$ cat config.mk
export PLATFORM = sky130hd
export DESIGN_NAME = alu_arb_ctrl
export DESIGN_NICKNAME = d
export VERILOG_FILES = /design/src/rtl/alu_arb_ctrl.sv
export SDC_FILE = /design/constraint.sdc
export NUM_CORES = 1
export LEC_CHECK = 0
export CORE_UTILIZATION = 30
export CTS_CLUSTER_SIZE = 14
export DETAILED_ROUTE_END_ITERATION = 16
export DONT_BUFFER_PORTS = 1
export HOLD_SLACK_MARGIN = 0.03
export PLACE_DENSITY_LB_ADDON = 0.3
export SLEW_MARGIN = 20
export SYNTH_ARGS = -nofsm -noshare
export SYNTH_HDL_FRONTEND = slang
export SYNTH_SLANG_ARGS = --single-unit
export TNS_END_PERCENT = 100
$ cat constraint.sdc
create_clock -name clk -period 2.2 [get_ports clk]
set_clock_uncertainty 0.05 [all_clocks]
set_input_delay 0.44 -clock clk [delete_from_list [all_inputs] [get_ports clk]]
set_output_delay 0.44 -clock clk [all_outputs]
set_load 0.02 [all_outputs]
$ cat src/rtl/alu_arb_ctrl.sv
// -----------------------------------------------------------------------------
// alu_arb_ctrl
//
// Round-robin arbiter and sequencer for a shared combinational ALU.
// Two requesters present ALU operations over valid/ready handshakes. The
// granted operation's operands and select are registered into the ALU. One
// edge later the ALU result and flags are captured into a tagged, one-cycle
// response, and the architectural status register is updated.
//
// Ports:
//   clk, rst                      clock, asynchronous active-high reset
//   reqK_valid/ready/sel/a/b      requester K handshake and operation (K=0,1)
//   alu_a, alu_b, alu_sel         registered operands/select to the ALU
//   alu_result, alu_flags         combinational ALU outputs
//   rsp_valid/id/result/flags     one-cycle response pulse and its payload
//   rsp_wb                        result should be written back
//   rsp_err                       illegal opcode (only with the check enabled)
//   status                        flags of the last completed legal operation
//   busy                          an operation is in flight
//
// Build option:
//   ALU_ARB_ILLEGAL_CHK_EN  when defined, opcodes outside the legal set are
//                           still accepted, but never reach the ALU. They
//                           return rsp_err=1 with zero payload and leave
//                           status untouched. When undefined, every opcode
//                           passes through and rsp_err is always 0.
// -----------------------------------------------------------------------------
// state   | meaning
// --------+--------------------------------------------------------------------
// ST_IDLE | no operation in flight; grant and accept a request
// ST_EXEC | operands are on the ALU; capture result/flags at the next edge
// -----------------------------------------------------------------------------
module alu_arb_ctrl #(
    parameter int WIDTH  = 16,
    parameter int SEL_W  = 5,
    parameter int FLAG_W = 5
) (
    input  logic              clk,
    input  logic              rst,

    input  logic              req0_valid,
    output logic              req0_ready,
    input  logic [SEL_W-1:0]  req0_sel,
    input  logic [WIDTH-1:0]  req0_a,
    input  logic [WIDTH-1:0]  req0_b,

    input  logic              req1_valid,
    output logic              req1_ready,
    input  logic [SEL_W-1:0]  req1_sel,
    input  logic [WIDTH-1:0]  req1_a,
    input  logic [WIDTH-1:0]  req1_b,

    output logic [WIDTH-1:0]  alu_a,
    output logic [WIDTH-1:0]  alu_b,
    output logic [SEL_W-1:0]  alu_sel,
    input  logic [WIDTH-1:0]  alu_result,
    input  logic [FLAG_W-1:0] alu_flags,

    output logic              rsp_valid,
    output logic              rsp_id,
    output logic [WIDTH-1:0]  rsp_result,
    output logic [FLAG_W-1:0] rsp_flags,
    output logic              rsp_wb,
    output logic              rsp_err,
    output logic [FLAG_W-1:0] status,
    output logic              busy
);

    typedef enum logic {
        ST_IDLE = 1'b0,
        ST_EXEC = 1'b1
    } state_t;

    localparam logic [SEL_W-1:0] OP_BIT = SEL_W'(6);
    localparam logic [SEL_W-1:0] OP_CMP = SEL_W'(9);

`ifdef ALU_ARB_ILLEGAL_CHK_EN
    localparam bit CHK_EN = 1'b1;
`else
    localparam bit CHK_EN = 1'b0;
`endif

    function automatic logic op_legal(input logic [SEL_W-1:0] s);
        case (s)
            SEL_W'(0), SEL_W'(1), SEL_W'(3), SEL_W'(4),
            SEL_W'(6), SEL_W'(7), SEL_W'(8), SEL_W'(9): op_legal = 1'b1;
            default:                                     op_legal = 1'b0;
        endcase
    endfunction

    state_t            state_q, state_d;
    logic              last_gnt_q;
    logic              own_q;
    logic              err_q;
    logic [WIDTH-1:0]  alu_a_q, alu_b_q;
    logic [SEL_W-1:0]  alu_sel_q;
    logic              rsp_valid_q, rsp_id_q, rsp_wb_q, rsp_err_q;
    logic [WIDTH-1:0]  rsp_result_q;
    logic [FLAG_W-1:0] rsp_flags_q, status_q;

    logic              gnt0, gnt1, hs, hs_legal, op_wb;
    logic [SEL_W-1:0]  hs_sel;
    logic [WIDTH-1:0]  hs_a, hs_b;

    // Grant only in IDLE; on a tie the requester not served last wins.
    always_comb begin
        state_d = state_q;
        gnt0    = 1'b0;
        gnt1    = 1'b0;
        case (state_q)
            ST_IDLE: begin
                if (req0_valid && req1_valid) begin
                    gnt0 = last_gnt_q;
                    gnt1 = ~last_gnt_q;
                end else begin
                    gnt0 = req0_valid;
                    gnt1 = req1_valid;
                end
                if (gnt0 || gnt1) begin
                    state_d = ST_EXEC;
                end
            end
            ST_EXEC: begin
                state_d = ST_IDLE;
            end
            default: begin
                state_d = ST_IDLE;
            end
        endcase
    end

    // A grant is always to a valid requester, so a grant is a handshake.
    assign hs       = gnt0 | gnt1;
    assign hs_sel   = gnt1 ? req1_sel : req0_sel;
    assign hs_a     = gnt1 ? req1_a   : req0_a;
    assign hs_b     = gnt1 ? req1_b   : req0_b;
    assign hs_legal = !CHK_EN || op_legal(hs_sel);

    // alu_sel_q still holds the in-flight opcode for legal operations; the
    // illegal case is forced to no writeback at capture time.
    assign op_wb = !((alu_sel_q == OP_CMP) || (alu_sel_q == OP_BIT));

    always_ff @(posedge clk or posedge rst) begin
        if (rst) begin
            state_q      <= ST_IDLE;
            last_gnt_q   <= 1'b1;
            own_q        <= 1'b0;
            err_q        <= 1'b0;
            alu_a_q      <= '0;
            alu_b_q      <= '0;
            alu_sel_q    <= '0;
            rsp_valid_q  <= 1'b0;
            rsp_id_q     <= 1'b0;
            rsp_result_q <= '0;
            rsp_flags_q  <= '0;
            rsp_wb_q     <= 1'b0;
            rsp_err_q    <= 1'b0;
            status_q     <= '0;
        end else begin
            state_q     <= state_d;
            rsp_valid_q <= 1'b0;
            if (hs) begin
                own_q      <= gnt1;
                last_gnt_q <= gnt1;
                err_q      <= ~hs_legal;
                if (hs_legal) begin
                    alu_a_q   <= hs_a;
                    alu_b_q   <= hs_b;
                    alu_sel_q <= hs_sel;
                end
            end
            if (state_q == ST_EXEC) begin
                rsp_valid_q <= 1'b1;
                rsp_id_q    <= own_q;
                if (err_q) begin
                    rsp_result_q <= '0;
                    rsp_flags_q  <= '0;
                    rsp_wb_q     <= 1'b0;
                    rsp_err_q    <= 1'b1;
                end else begin
                    rsp_result_q <= alu_result;
                    rsp_flags_q  <= alu_flags;
                    rsp_wb_q     <= op_wb;
                    rsp_err_q    <= 1'b0;
                    status_q     <= alu_flags;
                end
            end
        end
    end

    // Readies are masked by reset so every output reads 0 while rst is high.
    assign req0_ready = gnt0 & ~rst;
    assign req1_ready = gnt1 & ~rst;
    assign alu_a      = alu_a_q;
    assign alu_b      = alu_b_q;
    assign alu_sel    = alu_sel_q;
    assign rsp_valid  = rsp_valid_q;
    assign rsp_id     = rsp_id_q;
    assign rsp_result = rsp_result_q;
    assign rsp_flags  = rsp_flags_q;
    assign rsp_wb     = rsp_wb_q;
    assign rsp_err    = rsp_err_q;
    assign status     = status_q;
    assign busy       = (state_q == ST_EXEC);

endmodule

==> results.txt, run 1 <==
post-route insts no fill = 418
Pre-antenna DRT Iters = 6
worst-path cell chain = inv_1, a2111oi_2, buf_4
Seq cells post-synth = 64
pre-CTS WS = 560.6 ps
worst r2r src = busy$_DFF_PP0_
CTS Root Cell = clkbuf_8
synthesis-to-layout area growth = 8.043%
Routed WL = 9013 um
max_cap viols = 0
total gr overflow = 0
CP Class = reg -> out
Final setup viols = 0
WP data arrival = 1490 ps
status = complete, no violations
maximum vdd drop = 0.0003465 V
Std-Cell Rows = 37
period utilisation layout = 89.99%
commonest non-fill, non-tap cell in the layout = dfrtp_1
initial antenna violation count = 0
Inst Count DP = 401
Die ar. = 11420 um^2
R2R depth = 4
Netlist cell types = 25
most frequent cells in the layout = dfrtp_1 (63), nor2_1 (38), o2111ai_1 (37), o21ai_0 (32), a31oi_2 (29)
Slew @ Worst Pin = 522.0 ps
Critical Path RT = 1710 ps
Chip Width = 106.9 um
Post-route DRC = 0
core area = 10510 um^2
hold slack = 190.7 ps
Peak Freq = 505.1 MHz
Resized cells post-CTS = 0
max incr delay on CP = 530 ps
GRT Util Overall = 15.71%
fraction of layout cells with a size suffix above 1 = 30.14%
Yosys warnings = 0
Final GP Congestion = 0.7268
RSZ-0062 raised after global routing = false
Fin Setup TNS = 0 ps
diodes inserted = 0
Worst setup SP type = flop
Worst Hold Path EP = rsp_result[12]$_DFFE_PP0P_
clock buffer depth = 2
initial DRC count = 118
Routed WL per cell = 21.56 um
Hold Crit Class = in -> reg
Syn Area/Cell = 11.26 um^2
# fillers = 1060
cell count after synthesis = 293
Starting Density = 31.38%
Worst slew margin = 65.20%
detailed placement HPWL = 5960 um
Final Max Tran Viols = 0
nets@finish = 376
I/O Pins = 169
first-pass GRT wire length = 13460 um
cts bufs inserted = 9
Post-Route Utilization = 33.91%
Hold Vio Cnt, Final = 0
port bufs = 0
vias in the first global route = 2372
Hold Crit Depth = 1
R2R setup slack = 570 ps
largest net degree at the start of global routing = 41
routed vias/inst = 5.708
antenna-violating nets left = 0
worst flop-to-flop path endpoint = alu_a[15]$_DFFE_PP0P_
Die Y = 106.9 um
Clk Latency, worst-skew pair = 340 ps
Worst Path Max Fanout = 2
Netlist Area Pre-Place = 3298 um^2
Slowest-stage cell, CP = dfstp_2
final worst slack = 220.2 ps
crit path time final = 1980 ps
post-synth net total = 392
register area share after synthesis = 48.60%
CP Capture Type = output port
CTS tree = built
clk sinks = 64
Reg clk slew, reported paths = 70 ps
routed vias = 2386
CTS H-tree depth = 3
PD cells = 1048 nW/um^2
Hold Crit Start = alu_result[12]
post-CTS setup buffer count = 0
Leak = 0.001253 uW
==> power breakdown <==
part,total [uW],leakage [uW],internal (uW),switching [uW]
Combinational,674,0.000421,284,390
Sequential,1920,0.000727,1410,505
Clock,1140,0.000106,667,476
Total,3740,0.00125,2360,1370
==> synthesized netlist by cell type <==
cell type | instances | area, um^2
clkbuf_2 | 3 | 15.01
o21ai_1 | 5 | 25.02
or4bb_1 | 2 | 22.52
a31oi_2 | 29 | 362.9
clkbuf_1 | 6 | 22.52
o21ai_0 | 32 | 160.2
conb_1 | 1 | 3.750
nor2_1 | 38 | 142.6
inv_2 | 1 | 3.750
mux2_2 | 22 | 247.7
a21oi_1 | 2 | 10.01
nand2b_4 | 1 | 13.76
nor3_1 | 1 | 5.000
inv_1 | 4 | 15.01
o2111ai_1 | 37 | 324.1
o21ba_4 | 1 | 16.27
o22ai_1 | 2 | 12.51
a2111oi_2 | 1 | 15.01
and2_1 | 1 | 6.260
buf_4 | 7 | 52.55
dfrtp_1 | 63 | 1577
a31oi_1 | 8 | 50.05
buf_2 | 18 | 90.09
dfstp_2 | 1 | 26.28
buf_6 | 7 | 78.83
==> area by class of cell <==
class                      count  area, um^2  area share [%]
timing repair buffer          14       132.6           3.722
clock inverter                 5       80.08           2.247
sequential                    64        1603           44.98
inverter                       5       18.77          0.5267
multi-input combinational    183        1418           39.78
clock buffer                  11       141.4           3.968
tap                          136       170.2           4.775
==> stage by stage <==
step / cell area (um^2) / total power, uW
detailed placement: 3332 / 2631
global route: 3563 / 3918
finish: 3563 / 3736
floorplan: 3298 / 2490
global placement: 3332 / 2607
CTS: 3563 / 3794
==> worst max-delay path by stage <==
stage | start | slack, ps | endpoint | cells after the start
after floorplan | rst | 110 | alu_a[0]$_DFFE_PP0P_ | 1
after global placement | last_gnt_q$_DFFE_PP1P_ | 580 | req0_ready | 3
after detailed placement | busy$_DFF_PP0_ | 560 | alu_a[15]$_DFFE_PP0P_ | 4
after CTS | last_gnt_q$_DFFE_PP1P_ | 180 | req0_ready | 3
after global routing | busy$_DFF_PP0_ | 140 | req1_ready | 3
final | last_gnt_q$_DFFE_PP1P_ | 220 | req0_ready | 3
==> registers in the layout, summed over array words and instances (netlist names), 5 cells and up <==
signal	flops
alu_sel	5
rsp_result	16
status	5
alu_b	16
alu_a	16
==> critical path, delay by kind of cell (launching register included) <==
family	cells	cell delay, ps
flip-flops	1	530
AO/OA/AOI/OAI	1	370
buffers and inverters	2	260
==> kinds of logic after synthesis <==
family / share of synthesized area, %
AOI/OAI and AO/OA: 29.59
buffers and inverters: 8.422
DFF: 48.60
muxes: 7.511
other: 0.1137
and+or+nand+nor: 5.766
==> routing by layer <==
metal  up-vias  share of wire (%)  track usage, %
li1       1082                  -               -
met1      1187                 41           19.12
met2       102                 50           25.62
met3        15                6.9           3.587
met4         0                2.1           8.708
met5         -                  0               0
==> timing repair <==
item                                    in CTS  in global routing
endpoints found under the hold margin       24                  0
hold buffers                                 1                  0
endpoints found under the setup margin       0                  0
(Power assumes the default switching activity.)
==> inputs of run 2 (changes only) <==
Settings changed: SLEW_MARGIN 20 to 10.
==> results of run 2 <==
No change in the layout: final DEF, timing and power equal those of run 1.
==> inputs of run 3 (changes only) <==
Settings changed: CORE_UTILIZATION 30 to 35.
==> run 3 against run 2 <==
Compared with the run above:
- setup slack improved by 19 ps
- flip-flop and latch count did not move
- maximum frequency rose by 0.99%
==> results.txt, run 3 (synthesis results as in run 1) <==
final worst slack = 239.6 ps (+19.45 ps)
Peak Freq = 510.1 MHz (+0.99%)
Std-Cell Rows = 35 (-5.4%)
Internal Power = 2294 uW (-3.0%)
Die ar. = 9816 um^2 (-14%)
Routed WL = 8645 um (-4.1%)
Critical path origin = busy$_DFF_PP0_
Die Y = 99.08 um (-7.3%)
R2R depth = 3 (-1)
worst flop-to-flop path endpoint = alu_b[1]$_DFFE_PP0P_
maximum vdd drop = 0.0004317 V (+25%)
detailed placement HPWL = 5656 um (-5.1%)
nets@finish = 376 (unchanged)
Worst slew margin = 51.66% (-14 points)
vias in the first global route = 2369 (-0.13%)
largest net degree at the start of global routing = 45 (+9.8%)
initial antenna violation count = 0 (unchanged)
Chip Width = 99.08 um (-7.3%)
Fin Setup TNS = 0 ps (unchanged)
Multi-input gate area = 1418 um^2 (unchanged)
Hold Vio Cnt, Final = 0 (unchanged)
Hold Crit Depth = 1 (unchanged)
commonest non-fill, non-tap cell in the layout = dfrtp_1
Storage cell area = 1604 um^2 (about the same)
Starting Density = 35.86% (+4.5 points)
Inst Count DP = 376 (-6.2%)
Clk Latency, worst-skew pair = 330 ps (about the same)
GRT Util Overall = 17.74% (+2.0 points)
first-pass GRT wire length = 13120 um (-2.5%)
Routed WL per cell = 22.05 um (+2.3%)
Pre-antenna DRT Iters = 5 (-1)
synthesis-to-layout area growth = 5.880%
Logic pwr share = 18.2% (+0.2 points)
diodes inserted = 0 (unchanged)
worst r2r src = busy$_DFF_PP0_
post-CTS setup buffer count = 0 (unchanged)
Post-route DRC = 0 (unchanged)
post-route insts no fill = 392 (-6.2%)
Area after DPL = 3276 um^2 (-1.7%)
Critical Path RT = 1710 ps (about the same)
pre-CTS WS = 363.9 ps (-196.7 ps)
CTS tree = built
end of the critical path = req1_ready
max incr delay on CP = 520 ps (about the same)
# fillers = 918 (-13%)
core area = 9196 um^2 (-12%)
clk sinks = 64 (unchanged)
CTS H-tree depth = 3 (unchanged)
Slowest-stage cell, CP = dfrtp_2
clock buffer depth = 2 (unchanged)
Sw Pwr = 1324 uW (-3.4%)
worst-path cell chain = nand2b_4, nor3_1, buf_4
Final setup viols = 0 (unchanged)
cts bufs inserted = 9 (unchanged)
RSZ-0062 raised after global routing = false
Worst setup SP type = flop
crit path time final = 1960 ps (-19.45 ps)
total gr overflow = 0 (unchanged)
Worst Path Max Fanout = 12 (+10)
switching share of power = 36.61% (-0.096 points)
period utilisation layout = 89.11% (-0.88 points)
Final GP Congestion = 0.7336 (+0.94%)
PD cells = 1036 nW/um^2 (-1.2%)
Hold Crit Start = alu_result[1]
initial DRC count = 73 (-38%)
Final Max Tran Viols = 0 (unchanged)
hold slack = 203.5 ps (+12.87 ps)
CTS Root Cell = clkbuf_8
clock power share = 28.8% (-1.8 points)
routed vias = 2380 (-0.25%)
part of the power in registers = 52.9% (+1.5 points)
routed vias/inst = 6.071 (+6.4%)
fraction of layout cells with a size suffix above 1 = 30.60% (+0.46 points)
Slew @ Worst Pin = 724.1 ps (+202.1 ps)
CP Capture Type = output port
I/O Pins = 169 (unchanged)
CP Class = reg -> out
WP data arrival = 1470 ps (-20 ps)
most frequent cells in the layout = dfrtp_1 (62), nor2_1 (38), o2111ai_1 (37), o21ai_0 (32), a31oi_2 (29)
Hold Crit Class = in -> reg
Reg clk slew, reported paths = 70 ps (about the same)
antenna-violating nets left = 0 (unchanged)
max_cap viols = 0 (unchanged)
R2R setup slack = 470 ps (-100 ps)
Leak = 0.001246 uW (-0.54%)
design area = 3492 um^2 (-2.0%)
port bufs = 0 (unchanged)
status = complete, no violations
[run 3: final cells by class]
cell class                 instances  share of cell area [%]
clock buffer                      12                   4.729
multi-input combinational        183                   40.59
timing repair buffer              14                   3.081
sequential                        64                   45.93
inverter                           5                  0.5374
clock inverter                     3                   1.147
tap                              111                   3.977
[run 3: how the worst min path moves through the flow]
stage,slack [ps],to
after floorplan,430,rsp_id$_DFFE_PP0P_
after global placement,250,alu_sel[2]$_DFFE_PP0P_
after detailed placement,250,alu_sel[2]$_DFFE_PP0P_
after CTS,180,rsp_result[1]$_DFFE_PP0P_
after global routing,180,rsp_result[1]$_DFFE_PP0P_
final,200,rsp_result[1]$_DFFE_PP0P_
[run 3: power by group through the flow]
stage	clock network (uW)	registers [uW]	logic, uW
after floorplan	0	1850	638
after global placement	0	1940	646
after detailed placement	0	1940	666
after CTS	1090	1920	666
after global routing	1130	1950	733
final	1040	1920	660
[run 3: critical path: cells and delay by family (launching register included)]
kind | cells | cell delay, ps
flip-flops | 1 | 520
buffers and inverters | 1 | 180
AND/OR/NAND/NOR | 2 | 450
[run 3: per-layer routing]
layer,vias up,GRT usage (%),wire length [um]
met5,-,0,0
met4,0,7.805,127
met3,13,5.248,669
met2,107,29.85,4152
met1,1176,21.03,3696
li1,1084,-,-
[run 3: repair_timing]
action	in CTS	in global routing
setup endpoints to repair	0	1
hold buffers	1	0
hold endpoints to repair	13	0
resized for setup	0	1
[run 3: stage by stage]
stage | utilization (%) | total power [uW]
after floorplan | - | 2490
after global placement | 35.62 | 2584
after detailed placement | 35.62 | 2610
after CTS | 37.96 | 3675
after global routing | 37.97 | 3812
final | 37.97 | 3618
